--- config.mk ---
export PLATFORM = sky130hd
export DESIGN_NAME = display_control
export DESIGN_NICKNAME = d
export VERILOG_FILES = /design/src/rtl/display_pkg.sv /design/src/rtl/shift_tick_gen.sv /design/src/rtl/display_control.sv
export SDC_FILE = /design/constraint.sdc
export NUM_CORES = 1
export LEC_CHECK = 0
export ABC_CLOCK_PERIOD_IN_PS = 1900
export CORE_MARGIN = 2
export CORE_UTILIZATION = 49
export DETAILED_ROUTE_END_ITERATION = 8
export PLACE_DENSITY = 0.8
export SETUP_SLACK_MARGIN = 0.5
export SYNTH_ARGS = -nofsm -noshare
export SYNTH_HDL_FRONTEND = slang
export SYNTH_SLANG_ARGS = --single-unit
--- constraint.sdc ---
create_clock -name clock -period 1.9 [get_ports clock]
set_input_delay 0.57 -clock clock [delete_from_list [all_inputs] [get_ports clock]]
set_output_delay 0.57 -clock clock [all_outputs]
set_load 0.01 [all_outputs]
--- src/rtl/display_pkg.sv ---
// Shared types and default sizing for the display control block.
package display_pkg;

    // FSM states: default-image pass, idle, box pass, shift wait.
    typedef enum logic [3:0] {
        D_ADDR, D_LOAD, D_WRITE, D_PLOT,
        IDLE,
        B_ADDR, B_SUM, B_LOADX, B_LOADY, B_WRITE, B_PLOT,
        WAIT, SHIFT
    } state_t;

    localparam int unsigned DEF_GRID_PIXELS   = 43200;    // 240*180 grid
    localparam int unsigned DEF_NUM_BOXES     = 3;
    localparam int unsigned DEF_BOX_PIXELS    = 256;
    localparam int unsigned DEF_SHIFT_PERIOD  = 12500000; // 4 Hz at 50 MHz

    localparam int unsigned CYC_PER_DEF_PIXEL = 4;
    localparam int unsigned CYC_PER_BOX_PIXEL = 6;

    // One bit per datapath strobe, registered as a group.
    typedef struct packed {
        logic shift_song;
        logic load_start;
        logic load_x;
        logic load_y;
        logic load_default;
        logic write_screen;
        logic write_default;
        logic plot;
    } strobe_t;

    // Strobe pattern the datapath must see while the FSM sits in state s.
    // The start address is only reloaded on the first pixel of a box.
    function automatic strobe_t strobes_for(input state_t s, input logic first_pixel);
        strobe_t st;
        st = '0;
        case (s)
            D_LOAD:  st.load_default  = 1'b1;
            D_WRITE: begin
                st.write_screen  = 1'b1;
                st.write_default = 1'b1;
            end
            D_PLOT:  st.plot          = 1'b1;
            B_ADDR:  st.load_start    = first_pixel;
            B_LOADX: st.load_x        = 1'b1;
            B_LOADY: st.load_y        = 1'b1;
            B_WRITE: st.write_screen  = 1'b1;
            B_PLOT:  st.plot          = 1'b1;
            SHIFT:   st.shift_song    = 1'b1;
            default: st = '0;
        endcase
        return st;
    endfunction

endpackage

--- src/rtl/shift_tick_gen.sv ---
// Idle-period timer: counts PERIOD cycles while enabled, one-cycle tick on the last.
module shift_tick_gen
    import display_pkg::*;
#(
    parameter int unsigned PERIOD = DEF_SHIFT_PERIOD
) (
    input  logic i_clk,
    input  logic i_rst_n,
    input  logic i_en,
    output logic o_tick
);

    localparam int          W    = (PERIOD > 1) ? $clog2(PERIOD) : 1;
    localparam logic [W-1:0] LAST = W'(PERIOD - 1);

    logic [W-1:0] r_cnt;

    assign o_tick = i_en && (r_cnt == LAST);

    // Counter is held at zero whenever disabled so each WAIT starts fresh.
    always_ff @(posedge i_clk) begin
        if (!i_rst_n)
            r_cnt <= '0;
        else if (!i_en || o_tick)
            r_cnt <= '0;
        else
            r_cnt <= r_cnt + 1'b1;
    end

endmodule

--- src/rtl/display_control.sv ---
// Control FSM for the display datapath: default image once, then box redraw loop.
module display_control
    import display_pkg::*;
#(
    parameter int unsigned GRID_PIXELS  = DEF_GRID_PIXELS,
    parameter int unsigned NUM_BOXES    = DEF_NUM_BOXES,
    parameter int unsigned BOX_PIXELS   = DEF_BOX_PIXELS,
    parameter int unsigned SHIFT_PERIOD = DEF_SHIFT_PERIOD
) (
    input  logic        clock,
    input  logic        reset,
    input  logic        go,
    output logic        shiftSong,
    output logic        loadStartAddress,
    output logic        loadX,
    output logic        loadY,
    output logic        loadDefault,
    output logic        writeToScreen,
    output logic        writeDefault,
    output logic [15:0] gridCounter,
    output logic [3:0]  boxCounter,
    output logic [15:0] pixelCount,
    output logic        plot,
    output logic        defaultDone,
    output logic        frameDone
);

    localparam logic [15:0] GRID_LAST = 16'(GRID_PIXELS - 1);
    localparam logic [3:0]  BOX_LAST  = 4'(NUM_BOXES - 1);
    localparam logic [15:0] PIX_LAST  = 16'(BOX_PIXELS - 1);

    state_t      r_state, w_next;
    strobe_t     r_strb, w_strb;
    logic [15:0] r_grid, w_grid;
    logic [3:0]  r_box, w_box;
    logic [15:0] r_pix, w_pix;
    logic        r_def_done, w_def_done;
    logic        r_frame, w_frame;
    logic        r_go_pend, w_go_pend;
    logic        w_tick;

    shift_tick_gen #(
        .PERIOD (SHIFT_PERIOD)
    ) u_tick (
        .i_clk   (clock),
        .i_rst_n (reset),
        .i_en    (r_state == WAIT),
        .o_tick  (w_tick)
    );

    // State register; reset aborts any pass and restarts the default image.
    always_ff @(posedge clock) begin
        if (!reset)
            r_state <= D_ADDR;
        else
            r_state <= w_next;
    end

    // Next state, next counter values and next strobes.
    always_comb begin
        w_next     = r_state;
        w_grid     = r_grid;
        w_box      = r_box;
        w_pix      = r_pix;
        w_def_done = r_def_done;
        w_frame    = 1'b0;
        w_go_pend  = r_go_pend | go;

        case (r_state)
            D_ADDR:  w_next = D_LOAD;
            D_LOAD:  w_next = D_WRITE;
            D_WRITE: w_next = D_PLOT;
            D_PLOT: begin
                if (r_grid == GRID_LAST) begin
                    w_next     = IDLE;
                    w_grid     = '0;
                    w_def_done = 1'b1;
                end else begin
                    w_next = D_ADDR;
                    w_grid = r_grid + 16'd1;
                end
            end
            IDLE: begin
                // go seen during the default pass is still honoured here
                if (go || r_go_pend) begin
                    w_next    = B_ADDR;
                    w_go_pend = 1'b0;
                end
            end
            B_ADDR:  w_next = B_SUM;
            B_SUM:   w_next = B_LOADX;
            B_LOADX: w_next = B_LOADY;
            B_LOADY: w_next = B_WRITE;
            B_WRITE: w_next = B_PLOT;
            B_PLOT: begin
                w_next = B_ADDR;
                if (r_pix < PIX_LAST) begin
                    w_pix = r_pix + 16'd1;
                end else begin
                    w_pix = '0;
                    if (r_box < BOX_LAST) begin
                        w_box = r_box + 4'd1;
                    end else begin
                        w_box   = '0;
                        w_frame = 1'b1;
                        w_next  = WAIT;
                    end
                end
            end
            WAIT:    if (w_tick) w_next = SHIFT;
            SHIFT:   w_next = B_ADDR;
            default: w_next = D_ADDR;
        endcase

        // Strobes are decoded from the state being entered so the registered
        // copy lines up with the cycle the FSM spends in that state.
        w_strb = strobes_for(w_next, (w_pix == '0));
    end

    // Output and counter registers.
    always_ff @(posedge clock) begin
        if (!reset) begin
            r_strb     <= '0;
            r_grid     <= '0;
            r_box      <= '0;
            r_pix      <= '0;
            r_def_done <= 1'b0;
            r_frame    <= 1'b0;
            r_go_pend  <= 1'b0;
        end else begin
            r_strb     <= w_strb;
            r_grid     <= w_grid;
            r_box      <= w_box;
            r_pix      <= w_pix;
            r_def_done <= w_def_done;
            r_frame    <= w_frame;
            r_go_pend  <= w_go_pend;
        end
    end

    assign shiftSong        = r_strb.shift_song;
    assign loadStartAddress = r_strb.load_start;
    assign loadX            = r_strb.load_x;
    assign loadY            = r_strb.load_y;
    assign loadDefault      = r_strb.load_default;
    assign writeToScreen    = r_strb.write_screen;
    assign writeDefault     = r_strb.write_default;
    assign plot             = r_strb.plot;
    assign gridCounter      = r_grid;
    assign boxCounter       = r_box;
    assign pixelCount       = r_pix;
    assign defaultDone      = r_def_done;
    assign frameDone        = r_frame;

endmodule

======== Word level (Yosys, flattened, before mapping) ========
Cells that the tools add are included.
word-level totals
  bits in registers ....................... 75
  input port bits ......................... 3
  output and inout bits ................... 46
  logic and storage cells ................. 82
cells by class
  $add $sub $neg .......................... 4
  order comparisons ....................... 2
  eq/ne operators ......................... 23
  mux-type cells .......................... 20
  bitwise logic cells ..................... 4
  reductions and logical operators ........ 13
operators with widths
  kind                   number
  $pmux 4 s13            1
  $mux 16                3
  $eq 4x4->1 const B     9
  $add 16x1->16 const B  2
  $add 24x1->24 const B  1
  $eq 24x24->1 const B   1
  $eq 4x3->1 const B     6
  $mux 4                 5
  $eq 16x16->1 const B   1
  $eq 4x2->1 const B     4
  $logic_not 16->1       1
  $lt 16x8->1 const B    1
  $mux 1                 10
  $eq 4x1->1 const B     2
  $reduce_and 2->1       3
  $reduce_or 2->1        3
  $add 4x1->4 const B    1
  $logic_not 4->1        1
  $lt 4x2->1 const B     1
  $mux 3                 1
  $not 1->1              3
  $reduce_or 3->1        1
  $logic_or 1x1->1       2
  $logic_and 1x1->1      1
  2 further kinds        2

======== Depth between registers and ports, before layout ========
  word-level depth ........................ 7
  gate-level depth with buffers ........... 8
  depth with buffers taken out ............ 7

======== Cells and area by module ========
A second synthesis with hierarchy kept.
second synthesis, totals
  cell total of the unflattened synthesis .. 408
  area, all modules ....................... 3,542.1 um^2
modules (own cells, without submodules)
  module           instances  cells each  area each (um^2)  sequential area each (um^2)
  display_control  1          270         2,342.2           1,021.0
  shift_tick_gen   1          138         1,199.9           480.5

======== Worst setup path after synthesis ========
OpenSTA, ideal clock, no wires.
  path type ............................... register to register
  start point ............................. register r_pix[0] (netlist: pixelCount[0])
  end point ............................... register r_strb, in the netlist plot
  setup time .............................. 0.095 ns
  data arrival time ....................... 1.943 ns
  data required time ...................... 1.805 ns
  setup slack ............................. -0.138 ns
  cell stages (with the launch flop) ...... 8
  path buffers ............................ 0
  clock period less this slack ............ 2.038 ns
  cell sequence ........................... dfxtp_1 -> ha_1 -> nand3_1 -> o211ai_1 -> a21oi_1 -> a211o_1 -> or2_2 -> a221oi_1
on the way
  longest elaborated chain between the ends .. 6
  elaborated cells on any way between the ends .. 7
  those cells by class .................... order compare: 1; eq/ne: 2; mux: 3; reduce/logical: 1
RTL lines
  element                                   line                    text
  from (decl)                               display_control.sv:36   logic [15:0] r_pix, w_pix;
  from (signal assigned)                    display_control.sv:134  r_pix <= w_pix;
  $lt 16x8->1 (*)                           display_control.sv:97   if (r_pix < PIX_LAST) begin
  $mux 4 (*)                                display_control.sv:97
  $pmux 4 s13 (*)                           display_control.sv:69   case (r_state)
  $eq 4x4->1 or $eq 4x2->1 (tied branches)  display_pkg.sv:37       case (s)
  $reduce_or 2->1 (no line) (*)             --
  $mux 1 (*)                                display_pkg.sv:37
  to (signal assigned)                      display_control.sv:131  r_strb <= w_strb;
  to (decl)                                 display_control.sv:33   strobe_t r_strb, w_strb;
Every way passes the cells marked *; elsewhere a longest branch is shown, timed or not.
A chain may end at the register's enable or synchronous reset.

======== Worst setup path after layout ========
  start point ............................. register u_tick.r_cnt[22]
  end point ............................... register r_strb, in the netlist loadStartAddress
on the way
  longest elaborated chain between the ends .. 6
RTL lines
  element                     line                    text
  from (decl)                 shift_tick_gen.sv:16    logic [W-1:0] r_cnt;
  from (signal assigned)      shift_tick_gen.sv:27    r_cnt <= r_cnt + 1'b1;
  $eq 24x24->1                shift_tick_gen.sv:18    assign o_tick = i_en && (r_cnt == LAST);
  $logic_and 1x1->1           shift_tick_gen.sv:18
  $mux 4                      display_control.sv:110  WAIT: if (w_tick) w_next = SHIFT;
  $pmux 4 s13                 display_control.sv:69
  $eq 4x3->1                  display_pkg.sv:37
  $reduce_and 2->1 (no line)  --
No other way between the ends.

==> impl_metrics.yaml <==
pwr:
  pwr_density_cell_mw_per_mm2: 520.3
  netSwitchingFraction: 0.2661
  maximum_ir_drop_on_the_vdd_rail_mv: 0.5470
  power.combinational.fraction: 0.064
  sequentialPowerShare: 0.481
  p_int_mw: 2.396
  p_switching_mw: 0.8688
  power_leakage_nw: 2.451
  power.clock.fraction: 0.455
yosys:
  async_flop_share: 0
  synth.distinct_cells: 51
  synthFlopType: "sky130_fd_sc_hd__dfxtp_1"
  postSynthNetCount: 396
  postSynthRegisterBits: 75
  syn-mean-instance-area_um2: 8.569
  post_synth_mux_area_share: 0.009009
  synth_compound_gate_area_share: 0.07545
  synth_simple_gate_area_frac: 0.3074
  synth-adder-area-share: 0.01502
  synthXorXnorAreaFrac: 0.1104
  synth_top_family_by_area: "simple AND/OR/NAND/NOR gates"
  synth_edf_count: 0
  post_synthesis_cells: 389
  seq_area_frac_synth: 0.4505
  synth.yosys.warnings: 0
  netlist_area_mm2: 0.003333
setup_path:
  slowest_stage: "sky130_fd_sc_hd__or4_4"
  path_buf_inv: 0
  critical_path.max_fanout: 5
  worstSetupPathType: "flop to flop"
  critical_path.reg2reg.startpoint: "u_tick.r_cnt[22]$_SDFF_PP0_"
  worst_path_required_time_ns: 2.17
  worst_setup_path_start_kind: "flop"
  crit_path_end_kind: "flop"
  cp-startpoint: "u_tick.r_cnt[22]$_SDFF_PP0_"
  worst_path_largest_cell_delay_ns: 0.56
  timing.critical_path.cells: "nor4bb_2, nand4_1, or4_4, a31oi_4, nand2_1, a2111oi_2"
  critical_path.top_delay_family: "simple AND/OR/NAND/NOR gates"
  critical_path_arrival_ns: 2.70
placed_design:
  dpl_cell_area_mm2: 0.004529
  globalplace.congestion: 0.8667
  placedCellCount: 575
  dp_hpwl_mm: 6.002
  place_ws_ns: -0.2884
  portBuffers: 48
global_route:
  residual_overflow_from_global_routing: 0
  vias_in_the_first_global_route: 3853
  largest_net_degree_at_the_start_of_global_routing: 16
  grt_pass1_wl_mm: 19.62
  globalRouteTotalUtil: 0.3383
  grt_antenna_before_repair: 0
clock_network:
  clock_tree.htree_level_count: 3
  clk_pin_slew_ns: 0.09
  worst_skew_pair.late_latency_ns: 0.39
  clock_tree.root_cell: "sky130_fd_sc_hd__clkbuf_8"
  cts_inserted_buffers: 9
  tritoncts: "yes"
  cts_sinks: 75
  max-clock-path-buffers: 2
  hold_bufs_inserted_after_cts: 0
layout:
  area_growth_syn_to_layout_pct: 88.25
  drive_gt1_frac: 0.6375
  final_cells: 662
  finalNetCount: 584
  diodes: 0
  n_fill_cell: 179
  layout.cell_area.non_filler_mm2: 0.006275
route:
  vias: 4368
  wl_mm: 17.76
  drtPass1Iterations: 5
  drt-initial-drc-count: 384
  drc_violation_count_after_routing: 0
  wl_per_cell_um: 26.82
  post_drt_via_cell_ratio: 6.598
  detail-route-antenna-nets: 0
run:
  drv_cap: 0
timing:
  finalMaxSlewViolations: 0
  layout_worst_path_cycle_share: 1.282
  fmax_mhz: 410.5
  slew_headroom: 0.5577
  setup_repair_after_global_routing_missed_its_margin: "yes"
  setup-violations-final: 42
  period_minus_slack_ns: 2.436
  final-hold-violation-count: 0
  final.setup_skew_ns: 0.02479
  worst_slack_ns: -0.5359
  tightestPinTransition_ns: 0.6606
die:
  die_h_um: 86.48
  floorplan.initialDensity: 0.4989
  design.core.area_mm2: 0.006681
  num_rows: 30
  die_width_um: 86.48
  i_o_pins: 49
  die_area_mm2: 0.007478
min_path:
  min-delay-path-class: "flop to flop"
  worstHoldStart: "u_tick.r_cnt[0]$_SDFF_PP0_"
status:
  result_of_the_run: "complete, but fails checks"
  violations: "negative setup slack"
==> tightest hold or removal path: cells and delay by family (launching register included) <==
kind / cells / cell delay (ns)
flip-flops: 1 / 0.36
buffers and inverters: 1 / 0.12
AND/OR/NAND/NOR: 1 / 0.04
==> routing by layer <==
metal	vias up	wire (µm)	GRT usage	part of all wire
li1	1738	-	-	-
met1	2056	5818	0.3927	0.33
met2	392	8419	0.5916	0.47
met3	182	1704	0.07429	0.096
met4	0	1812	0.1577	0.10
met5	-	0	0	0
==> cell families (layout without fill, tap and decap cells) <==
| group | Yosys count | in the layout |
|---|---|---|
| compound gates | 37 | 37 |
| xor+xnor | 42 | 42 |
| fa+ha+maj | 4 | 4 |
| buf+inv | 24 | 214 |
| flops | 75 | 75 |
| mux | 3 | 3 |
| simple gates | 204 | 207 |
==> power by group through the flow <==
stage	logic [mW]	registers (mW)	clock network (mW)
6_report	0.208	1.57	1.49
5_1_grt	0.213	1.57	1.55
4_1_cts	0.136	1.58	1.40
3_5_place_dp	0.114	1.62	0
3_3_place_gp	0.111	1.62	0
2_1_floorplan	0.0664	1.62	0
==> cells in the mapped netlist, types with 2 or more instances <==
| library cell | number | area (µm²) |
|---|---|---|
| sky130_fd_sc_hd__inv_1 | 9 | 33.78 |
| sky130_fd_sc_hd__o211ai_1 | 2 | 15.01 |
| sky130_fd_sc_hd__ha_1 | 4 | 50.05 |
| sky130_fd_sc_hd__nor3_1 | 13 | 65.06 |
| sky130_fd_sc_hd__nand2_1 | 34 | 127.6 |
| sky130_fd_sc_hd__mux2i_1 | 3 | 30.03 |
| sky130_fd_sc_hd__nand2b_1 | 2 | 12.51 |
| sky130_fd_sc_hd__and3_1 | 6 | 37.54 |
| sky130_fd_sc_hd__nand3_1 | 17 | 85.08 |
| sky130_fd_sc_hd__nand4_1 | 13 | 81.33 |
| sky130_fd_sc_hd__clkbuf_1 | 2 | 7.510 |
| sky130_fd_sc_hd__dfxtp_1 | 75 | 1501 |
| sky130_fd_sc_hd__o311ai_0 | 2 | 17.52 |
| sky130_fd_sc_hd__or4_4 | 2 | 22.52 |
| sky130_fd_sc_hd__and4_1 | 2 | 17.52 |
| sky130_fd_sc_hd__o21ai_0 | 4 | 20.02 |
| sky130_fd_sc_hd__nor4b_1 | 2 | 17.52 |
| sky130_fd_sc_hd__buf_2 | 11 | 55.05 |
| sky130_fd_sc_hd__nor2_1 | 82 | 307.8 |
| sky130_fd_sc_hd__or2_2 | 2 | 12.51 |
| sky130_fd_sc_hd__nand4_2 | 2 | 25.02 |
| sky130_fd_sc_hd__a31oi_1 | 4 | 25.02 |
| sky130_fd_sc_hd__a21oi_1 | 16 | 80.08 |
| sky130_fd_sc_hd__xor2_1 | 25 | 219.0 |
| sky130_fd_sc_hd__or3_1 | 3 | 18.77 |
| sky130_fd_sc_hd__xnor2_1 | 17 | 148.9 |
| sky130_fd_sc_hd__nor4bb_1 | 3 | 30.03 |
| sky130_fd_sc_hd__and2_1 | 3 | 18.77 |
| sky130_fd_sc_hd__nor4_1 | 7 | 43.79 |
==> registers in the layout (all words and copies together), names as in the netlist, 4 cells and up <==
signal        count
pixelCount       16
gridCounter      16
boxCounter        4
r_state           4
u_tick.r_cnt     24
==> metrics by stage <==
step	power [mW]	setup TNS [ns]	util	hold slack (ns)
after floorplan	1.689	0	-	0.4307
after global placement	1.733	-1.008	0.6779	0.4804
after detailed placement	1.737	-1.109	0.6779	0.4885
after CTS	3.112	-0.04278	0.8382	0.4823
after global routing	3.330	-13.83	0.9391	0.5553
final	3.265	-10.75	0.9391	0.5468
==> path summary, 6_finish.rpt <==
kind	to	slack [ns]	depth (start not counted)
min	u_tick.r_cnt[0]$_SDFF_PP0_	0.55	2
max reg2reg	loadStartAddress$_SDFF_PN0_	-0.54	6
max	loadStartAddress$_SDFF_PN0_	-0.54	6
min reg2reg	u_tick.r_cnt[0]$_SDFF_PP0_	0.55	2
==> cell usage in the layout, fill, tap and decap left out, types with 9 or more instances in the layout <==
cell	instances
sky130_fd_sc_hd__dfxtp_1	19
sky130_fd_sc_hd__xnor2_1	13
sky130_fd_sc_hd__nor2_1	46
sky130_fd_sc_hd__nand3_1	10
sky130_fd_sc_hd__inv_1	9
sky130_fd_sc_hd__xor2_1	21
sky130_fd_sc_hd__buf_4	90
sky130_fd_sc_hd__nor2_4	31
sky130_fd_sc_hd__nand4_1	13
sky130_fd_sc_hd__nand2_1	27
sky130_fd_sc_hd__dfxtp_4	17
sky130_fd_sc_hd__buf_6	81
sky130_fd_sc_hd__a21oi_1	10
sky130_fd_sc_hd__dfxtp_2	39
sky130_fd_sc_hd__buf_2	9
sky130_fd_sc_hd__clkbuf_8	9
==> repair_timing <==
item	in CTS	in global routing
endpoints found under the setup margin	120	114
cloned	4	1
setup buffers	40	26
pin swaps	47	43
resized for setup	375	101
==> area by class of cell <==
| type | count | area (µm²) | area share |
|---|---|---|---|
| clock buffer | 9 | 123.9 | 0.01974 |
| sequential | 75 | 1614 | 0.2572 |
| multi-input combinational | 293 | 2530 | 0.4032 |
| timing repair buffer | 188 | 1770 | 0.2822 |
| inverter | 10 | 38.79 | 0.006181 |
| tap | 80 | 100.1 | 0.01595 |
| clock inverter | 7 | 97.59 | 0.01555 |
Power figures use the tool's default switching activity.
